==> config.mk <==
export PLATFORM = sky130hd
export DESIGN_NAME = seq_ram_ctrl
export DESIGN_NICKNAME = d
export VERILOG_FILES = /design/src/rtl/seq_ram_ctrl.sv
export SDC_FILE = /design/constraint.sdc
export NUM_CORES = 1
export LEC_CHECK = 0
export ABC_CLOCK_PERIOD_IN_PS = 3250
export BUFFER_PORTS_ARGS = -buffer_cell sky130_fd_sc_hd__buf_2
export CAP_MARGIN = 20
export CORE_MARGIN = 2
export CORE_UTILIZATION = 40
export DETAILED_ROUTE_END_ITERATION = 7
export MAX_ROUTING_LAYER = met4
export PLACE_DENSITY = 0.84
export SYNTH_ARGS = -nofsm -noshare
export SYNTH_HDL_FRONTEND = slang
export SYNTH_SLANG_ARGS = --single-unit
==> constraint.sdc <==
create_clock -name clk -period 3.25 [get_ports clk]
set_clock_uncertainty 0.2 [all_clocks]
set_input_delay 0.65 -clock clk [delete_from_list [all_inputs] [get_ports clk]]
set_output_delay 0.65 -clock clk [all_outputs]
set_load 0.01 [all_outputs]
==> src/rtl/seq_ram_ctrl.sv <==
// ---------------------------------------------------------------------------
// seq_ram_ctrl
//
// Controller for one sequence RAM of the Needleman-Wunsch engine. Owns the
// RAM write port and loads one sequence byte by byte. Arbitrates the single
// registered RAM read port between the fill engine (f_*) and the traceback
// engine (t_*), and returns read data to whichever requester was granted.
//
// Parameters
//   N    : sequence RAM depth (maximum sequence length)
//   Bit  : RAM address width, $clog2(N)
//
// Ports
//   clk, rst_n          : clock (rising edge), async active-low reset
//   start               : pulse that begins a new sequence load
//   ld_valid/ld_data/ld_last, ld_ready : byte loader handshake
//   seq_loaded, seq_len : sequence stored flag and length
//   f_req/f_addr/f_gnt, f_rvalid/f_rdata : fill read channel
//   t_req/t_addr/t_gnt, t_rvalid/t_rdata : traceback read channel
//   rd_err              : sticky flag, a granted address was >= seq_len
//   ram_en_din, ram_we, ram_addr_din, ram_din : RAM write port
//   ram_en_dout, ram_addr_dout, ram_dout      : RAM read port (1-cycle)
// ---------------------------------------------------------------------------
module seq_ram_ctrl #(
    parameter  int N   = 128,
    localparam int Bit = $clog2(N)
) (
    input  logic           clk,
    input  logic           rst_n,
    input  logic           start,
    input  logic           ld_valid,
    input  logic [7:0]     ld_data,
    input  logic           ld_last,
    output logic           ld_ready,
    output logic           seq_loaded,
    output logic [Bit:0]   seq_len,
    input  logic           f_req,
    input  logic [Bit-1:0] f_addr,
    input  logic           t_req,
    input  logic [Bit-1:0] t_addr,
    output logic           f_gnt,
    output logic           t_gnt,
    output logic           f_rvalid,
    output logic           t_rvalid,
    output logic [7:0]     f_rdata,
    output logic [7:0]     t_rdata,
    output logic           rd_err,
    output logic           ram_en_din,
    output logic           ram_we,
    output logic [Bit-1:0] ram_addr_din,
    output logic [8:0]     ram_din,
    output logic           ram_en_dout,
    output logic [Bit-1:0] ram_addr_dout,
    input  logic [8:0]     ram_dout
);

    localparam logic [1:0] S_IDLE  = 2'd0;
    localparam logic [1:0] S_LOAD  = 2'd1;
    localparam logic [1:0] S_READY = 2'd2;

    logic [1:0]     r_state;
    logic [Bit-1:0] r_wr_addr;
    logic [Bit:0]   r_seq_len;
    logic           r_rd_err;
    logic           r_last_t;   // 1: traceback was granted most recently
    logic           r_f_pend;   // fill read issued last cycle
    logic           r_t_pend;   // traceback read issued last cycle

    logic           w_accept;
    logic           w_done;
    logic           w_arb_en;
    logic           w_f_gnt;
    logic           w_t_gnt;
    logic           w_any_gnt;
    logic [Bit-1:0] w_rd_addr;
    logic           w_oob;
    logic           w_unused;

    // start takes priority over a load byte offered in the same cycle, so the
    // handshake is withheld rather than letting the byte look accepted.
    assign ld_ready = (r_state == S_LOAD) && !start;
    assign w_accept = ld_valid && ld_ready;
    assign w_done   = w_accept && (ld_last || (r_wr_addr == Bit'(N - 1)));

    // No new reads once a reload has been requested.
    assign w_arb_en = (r_state == S_READY) && !start;

    always_comb begin
        w_f_gnt = 1'b0;
        w_t_gnt = 1'b0;
        if (w_arb_en) begin
            if (f_req && t_req) begin
                // Round-robin on a tie: whoever was not granted last wins.
                if (r_last_t) begin
                    w_f_gnt = 1'b1;
                end else begin
                    w_t_gnt = 1'b1;
                end
            end else begin
                w_f_gnt = f_req;
                w_t_gnt = t_req;
            end
        end
    end

    assign w_any_gnt = w_f_gnt || w_t_gnt;
    assign w_rd_addr = w_t_gnt ? t_addr : f_addr;
    assign w_oob     = w_any_gnt && ({1'b0, w_rd_addr} >= r_seq_len);

    assign f_gnt = w_f_gnt;
    assign t_gnt = w_t_gnt;

    // RAM write port: combinational from the load handshake.
    assign ram_en_din   = w_accept;
    assign ram_we       = w_accept;
    assign ram_addr_din = w_accept ? r_wr_addr : '0;
    assign ram_din      = w_accept ? {1'b0, ld_data} : '0;

    // RAM read port: out-of-range addresses are still issued, only flagged.
    assign ram_en_dout   = w_any_gnt;
    assign ram_addr_dout = w_any_gnt ? w_rd_addr : '0;

    // Read data is steered to the requester whose read is returning and held
    // at zero otherwise so an idle channel never shows stale RAM output.
    assign f_rvalid = r_f_pend;
    assign t_rvalid = r_t_pend;
    assign f_rdata  = r_f_pend ? ram_dout[7:0] : '0;
    assign t_rdata  = r_t_pend ? ram_dout[7:0] : '0;

    assign seq_loaded = (r_state == S_READY);
    assign seq_len    = r_seq_len;
    assign rd_err     = r_rd_err;

    // The RAM's ninth bit is never written as 1 and carries no information.
    assign w_unused = ram_dout[8];

    always_ff @(posedge clk or negedge rst_n) begin
        if (!rst_n) begin
            r_state   <= S_IDLE;
            r_wr_addr <= '0;
            r_seq_len <= '0;
            r_rd_err  <= 1'b0;
            r_last_t  <= 1'b1;
            r_f_pend  <= 1'b0;
            r_t_pend  <= 1'b0;
        end else begin
            // A read granted in the same cycle as start is not possible, but a
            // read granted the cycle before still returns normally.
            r_f_pend <= w_f_gnt;
            r_t_pend <= w_t_gnt;
            if (w_any_gnt) begin
                r_last_t <= w_t_gnt;
            end

            if (start) begin
                r_state   <= S_LOAD;
                r_wr_addr <= '0;
                r_seq_len <= '0;
                r_rd_err  <= 1'b0;
            end else begin
                if (w_oob) begin
                    r_rd_err <= 1'b1;
                end
                if (w_accept) begin
                    r_wr_addr <= r_wr_addr + Bit'(1);
                    r_seq_len <= r_seq_len + (Bit + 1)'(1);
                end
                if (w_done) begin
                    r_state <= S_READY;
                end
            end
        end
    end

endmodule

==> run metrics, run 1 <==
result of the run finished clean; worst hold slack 0.131 ns; pre-CTS worst setup slack 0.317 ns; setup repair after global routing missed its margin false; synthesized instance count 172; remaining design rule violation count 0; post-CTS setup buffers 0; Register Area 527 um2; worst min-delay path class in2async; combined area of the multi-input logic cells 917 um2; DIE AREA 4340 um2; clock sinks 21; register area share after synthesis 34.4%; initial antenna violation count 0; data required time at the worst endpoint 2.40 ns; Final Hold Violating Endpoints 0; final weighted congestion of routability-driven global placement 0.813; TritonCTS clock tree built; endpoint class of the critical path output pin; I/O pin cnt 95; Leakage 0.00121 uW; Area growth syn-to-layout 35.6%; Final ANT Viol Nets 0; Die Span X 65.9 um; highest net fanout along the worst path 9; max-slew violations 0; global-route wire length before repair 5850 um; cts bufs inserted 3; final number of setup-violating endpoints 0; largest net degree at the start of global routing 24; met2 wirelength from detailed routing 1910 um; detail-routed net length per standard cell 12.3 um; DRC violation total after the first TritonRoute iteration 22; Post-DP HPWL 3020 um; number of storage elements in the synthesis netlist 21; Worst VDD drop 0.189 mV; final critical-path share of the clock period 84.4%; Total Routing Usage GR 18.1%; most numerous cell on the critical path sky130_fd_sc_hd__buf_2; WL met3 277 um; clock edge transition at the registers on the reported setup and hold paths 0.07 ns; Post-Route Setup TNS 0 ns; number of global-route vias before repair 1289; number of gates resized after cts 0; Core Box Area 3660 um2; Metal-1 WL 1550 um; wire length reported by the detailed router 3810 um; net total in the final layout 311; slowest stage delay, CP 0.35 ns; H-tree levels 1; Worst R2R Setup Slack 0.67 ns; worst path cell trace buf_2, nor3b_2, nand3_4, mux2_4, and2_1, buf_2; Top Metal Used met4; Vias 1537; FF-to-FF path depth 8; post-route setup slack 0.507 ns; cts-stage hold buffer count 0; Max Freq 365 MHz; number of placement rows 22; First-pass DRT Iterations 4; Worst Path Arrival 1.89 ns; type of element launching the critical path input pin; average cell area after synthesis 8.90 um2; share of layout cells above drive strength 1 41.4%; Die Y 65.9 um; CP Class in2out; clock latency at the later pin of the worst-skew pair 0.27 ns; detailed-route vias per instance 4.94; Starting Density 41.8%; Inserted Diodes 0; largest buffer count on any clock path 2; count of yosys warnings during synthesis 0; minimum period implied by the final worst setup slack 2.74 ns; post-synthesis cell area 1530 um2; number of distinct library cells after synthesis 36; master of the slowest instance on the critical path sky130_fd_sc_hd__mux2_4; R2R Path End rd_err; # port buffers 92; Pwr Density 280 nW/um2; total gr overflow 0; Max-Cap Viols 0; # fillers 330; Mapped Nets 219; Worst R2R Start r_state[0]; cell at the root of the clock tree sky130_fd_sc_hd__clkbuf_8
-- power by group --
group          internal [uW]  switching (uW)  leakage [uW]  total [uW]
combinational           55.1            63.3      0.000904         118
sequential               274            12.8      0.000282         287
clock                   87.7            87.8     0.0000228         176
-- flip-flops by register name, summed over array words and instances, names as in the netlist --
register,count
r_state,2
t_rvalid,1
r_last_t,1
f_rvalid,1
r_wr_addr,7
seq_len,8
rd_err,1
-- area by class of cell --
type / instances / share of cell area, %
multi-input cells: 130 / 44.2
flip-flops and latches: 21 / 25.4
repair buffers: 94 / 22.9
well taps: 48 / 2.89
inverters: 14 / 2.53
clock buffers: 4 / 2.17
-- layer usage --
metal	track usage, %	vias up
met1	20.9	707
met4	7.81	0
met2	31.1	61
li1	-	764
met3	2.73	5
met5	-	-
-- cell usage in the layout, fill, tap and decap left out, types with 2 or more instances in the layout --
master                     count
sky130_fd_sc_hd__buf_4         2
sky130_fd_sc_hd__nor2_1       15
sky130_fd_sc_hd__buf_2        92
sky130_fd_sc_hd__ha_1          9
sky130_fd_sc_hd__nand2b_1      2
sky130_fd_sc_hd__mux2_4        4
sky130_fd_sc_hd__xnor2_1      10
sky130_fd_sc_hd__nor4_1        2
sky130_fd_sc_hd__clkbuf_8      3
sky130_fd_sc_hd__o21ai_1       3
sky130_fd_sc_hd__mux2i_1       2
sky130_fd_sc_hd__inv_1        14
sky130_fd_sc_hd__a211oi_1      2
sky130_fd_sc_hd__nor3b_2       2
sky130_fd_sc_hd__mux2_2        2
sky130_fd_sc_hd__dfrtp_1      20
sky130_fd_sc_hd__nand4_1       4
sky130_fd_sc_hd__nand2_1       9
sky130_fd_sc_hd__nand3_1       3
sky130_fd_sc_hd__a21oi_1       5
sky130_fd_sc_hd__nor3_1        3
sky130_fd_sc_hd__o21ai_0       3
sky130_fd_sc_hd__and3_1       16
sky130_fd_sc_hd__and2_1       23
-- per-stage QoR --
step	cells	utilization [%]	total power [uW]	instance area [um2]
floorplan	172	-	357	1530
detailed placement	307	55.5	412	2030
global placement	307	55.5	407	2030
global route	311	56.7	614	2080
CTS	311	56.7	589	2080
finish	311	56.7	581	2080
-- Yosys cell counts (all sizes together) --
cell type | count | area share (%)
buf | 3 | 1.3
nand3 | 4 | 2.1
xnor2 | 10 | 5.7
nor3 | 3 | 0.98
a41o | 1 | 0.65
o32ai | 1 | 0.57
a21oi | 5 | 1.6
a311oi | 1 | 0.57
nand3b | 2 | 1.2
ha | 9 | 7.4
a211o | 1 | 0.57
a211oi | 2 | 0.98
clkbuf | 4 | 0.98
mux2 | 6 | 5.4
nand2b | 2 | 0.82
dfrtp | 20 | 33
nor4 | 3 | 1.6
conb | 1 | 0.24
and2 | 23 | 9.4
dfstp | 1 | 1.7
nand2 | 9 | 2.2
and3 | 16 | 6.5
nand4 | 4 | 1.6
mux2i | 2 | 1.3
inv | 14 | 3.4
a21o | 1 | 0.49
nor2 | 15 | 3.7
and3b | 1 | 0.57
o21ai | 6 | 2.0
nor3b | 2 | 1.6
-- kinds of logic after synthesis --
group	Yosys count	synth area share, %
xor gates and xnor gates	10	5.72
DFF	21	34.4
buffers and inverters	21	5.72
and+or+nand+nor	84	32.4
AOI/OAI and AO/OA	18	7.43
other	1	0.245
muxes	8	6.70
adders and majority gates	9	7.35
-- how the worst max path moves through the flow --
stage / from / endpoint / slack [ns] / depth (start not counted)
floorplan: start / rd_err / 0.68 / 8
global placement: start / rd_err / 0.35 / 9
detailed placement: start / rd_err / 0.32 / 9
CTS: start / ram_addr_dout[4] / 0.49 / 6
global route: start / ram_addr_dout[4] / 0.43 / 6
finish: start / ram_addr_dout[4] / 0.51 / 6
-- critical path: cells and delay by family --
family                 cells  cell delay (ns)
AND/OR/NAND/NOR            3             0.65
buffers and inverters      2             0.24
multiplexers               1             0.35
(Power assumes the default switching activity.)
==> inputs of run 2 (changes only) <==
ABC_CLOCK_PERIOD_IN_PS = 2600   (was 3250)
clock period = 2.6 ns   (was 3.25 ns; I/O delays follow)
==> run 2 against run 1 <==
Non-clock buffer count increased by 7. Clock power increased by 22%. Critical endpoint is now ram_addr_dout[2]. Hold slack got worse by 0.12 ns. Die area unchanged. Final area increased by 2.8%. Highest routed layer unchanged. Via count increased by 3.8%. Sequential cell count unchanged. Routed wire length increased by 2.6%. Power increased by 26%.
==> run metrics, run 2 (same netlist as run 1, synthesis figures left out) <==
Die Span X 65.9 um (unchanged); global-route wire length before repair 5900 um (+0.82%); met3 Resource Use GR 1.19% (-1.5 points); clock edge transition at the registers on the reported setup and hold paths 0.08 ns (about the same); overall power 731 uW (+26%); combined area of the multi-input logic cells 923 um2 (+0.68%); gr busiest metal met2; master of the slowest instance on the critical path sky130_fd_sc_hd__dfrtp_1; H-tree levels 1 (unchanged); Pwr Density 342 nW/um2 (+22%); FF-to-FF path depth 9 (+1); detail-routed net length per standard cell 12.3 um (+0.31%); clock latency at the later pin of the worst-skew pair 0.26 ns (about the same); Vias 1595 (+3.8%); number of global-route vias before repair 1410 (+9.4%); result of the run finished clean; total gr overflow 0 (unchanged); final number of setup-violating endpoints 0 (unchanged); Design Area, Final 2140 um2 (+2.8%); Worst Path Arrival 1.81 ns (-0.08 ns); Leakage 0.00125 uW (+3.3%); commonest non-fill, non-tap cells in the layout sky130_fd_sc_hd__buf_2 (92), sky130_fd_sc_hd__and2_1 (23), sky130_fd_sc_hd__dfrtp_1 (20); DIE AREA 4340 um2 (unchanged); max-slew violations 0 (unchanged); slowest stage delay, CP 0.41 ns (+0.06 ns); CP Class reg2out; net total in the final layout 318 (+2.3%); Inserted Diodes 0 (unchanged); data required time at the worst endpoint 1.88 ns (-0.52 ns); global routing usage on met1 19.4% (-1.5 points); worst min-delay path class in2async; Crit path buffers/inverters 2 (unchanged); Core Box Area 3660 um2 (unchanged); routing usage on met2 32.6% (+1.5 points); Max Freq 396 MHz; Max-Cap Viols 0 (unchanged); Area growth syn-to-layout 39.5%; DRC violation total after the first TritonRoute iteration 32 (+45%); commonest non-fill, non-tap cell in the layout sky130_fd_sc_hd__buf_2; category of cells accounting for the largest share of critical-path delay simple AND/OR/NAND/NOR gates; final weighted congestion of routability-driven global placement 0.811 (-0.16%); endpoint class of the critical path output pin; type of element launching the critical path flop; I/O pin cnt 95 (unchanged); Post-DP HPWL 3050 um (+0.97%); Worst R2R Setup Slack 0.13 ns (-0.54 ns); Starting Density 41.8% (unchanged); number of placement rows 22 (unchanged); final critical-path share of the clock period 97.1%; Worst R2R Start r_state[0]; remaining design rule violation count 0 (unchanged); cell at the root of the clock tree sky130_fd_sc_hd__clkbuf_8; setup repair after global routing missed its margin false; minimum period implied by the final worst setup slack 2.53 ns; Die Y 65.9 um (unchanged); Worst VDD drop 0.237 mV (+25%); initial antenna violation count 0 (unchanged); wire length reported by the detailed router 3910 um (+2.6%); Final Hold Violating Endpoints 0 (unchanged); Total Routing Usage GR 17.7% (-0.36 points); number of flip-flops under the largest register name 8 (unchanged); # port buffers 92 (unchanged); Cell Area, Placed 2050 um2 (+1.1%); R2R Path End rd_err; highest net fanout along the worst path 5 (-4); # fillers 337 (+2.1%); clock sinks 21 (unchanged); TritonCTS clock tree built; largest net degree at the start of global routing 24 (unchanged); largest buffer count on any clock path 2 (unchanged); detailed-route vias per instance 5.02 (+1.5%); cts bufs inserted 3 (unchanged); Register Area 527 um2 (unchanged); share of layout cells above drive strength 1 43.0% (+1.5 points); worst path cell trace nor3b_4, nand3_4, buf_4, mux2_4, and2_1, buf_2; First-pass DRT Iterations 4 (unchanged); Final ANT Viol Nets 0 (unchanged)
-- run 2: final cells by class --
type                            instances  share of cell area [%]
Sequential cell                        21                    24.7
Multi-Input combinational cell        130                    43.2
Timing Repair Buffer                  101                    24.7
Clock buffer                            4                    2.11
Inverter                               14                    2.46
Tap cell                               48                    2.81
-- run 2: worst max-delay path by stage --
stage	start	endpoint	slack (ns)	cells after the start
CTS	r_state[1]	ram_addr_dout[5]	0.02	6
global placement	start	rd_err	-0.11	9
finish	r_state[0]	ram_addr_dout[2]	0.07	6
detailed placement	start	rd_err	-0.10	9
floorplan	start	rd_err	0.16	8
global route	r_state[0]	ram_addr_dout[5]	0.009	6
-- run 2: through the flow --
stage / utilization (%) / setup WS [ns] / instances / hold WS (ns) / TNS [ns]
2_1_floorplan: - / 0.157 / 172 / 0.0244 / 0
3_3_place_gp: 56.1 / -0.108 / 310 / 0.289 / -0.108
3_5_place_dp: 56.1 / -0.102 / 310 / 0.293 / -0.102
4_1_cts: 57.5 / 0.0205 / 314 / 0.0291 / 0
5_1_grt: 58.3 / 0.00927 / 318 / 0.0418 / 0
6_report: 58.3 / 0.0748 / 318 / 0.00810 / 0
-- run 2: per-layer routing --
layer / share of wire, % / vias to the layer above
li1: - / 778
met1: 42 / 747
met2: 51 / 66
met3: 6.5 / 4
met4: 1.3 / 0
met5: 0 / -
-- run 2: worst register-to-register path: stages (launching register included) --
cell and delay (ns):
sky130_fd_sc_hd__dfrtp_1 0.41, sky130_fd_sc_hd__nor3b_4 0.24, sky130_fd_sc_hd__nand3_4 0.14, sky130_fd_sc_hd__buf_4 0.16, sky130_fd_sc_hd__mux2_4 0.29, sky130_fd_sc_hd__ha_1 0.30
sky130_fd_sc_hd__a211oi_1 0.22, sky130_fd_sc_hd__nor2_1 0.08, sky130_fd_sc_hd__a211oi_1 0.20, sky130_fd_sc_hd__o32ai_1 0.11
-- run 2: report_power, final --
part | switching (uW) | internal (uW) | total [uW]
Clock | 106 | 109 | 215
Combinational | 82.3 | 74.1 | 156
Sequential | 16.3 | 343 | 359
Total | 205 | 526 | 731
-- run 2: timing repair --
item | 4_1_cts | 5_1_grt
gates resized for setup | 1 | 0
hold buffers | 0 | 0
buffers inserted | 0 | 4
gates cloned | 0 | 0
setup endpoints to repair | 3 | 5
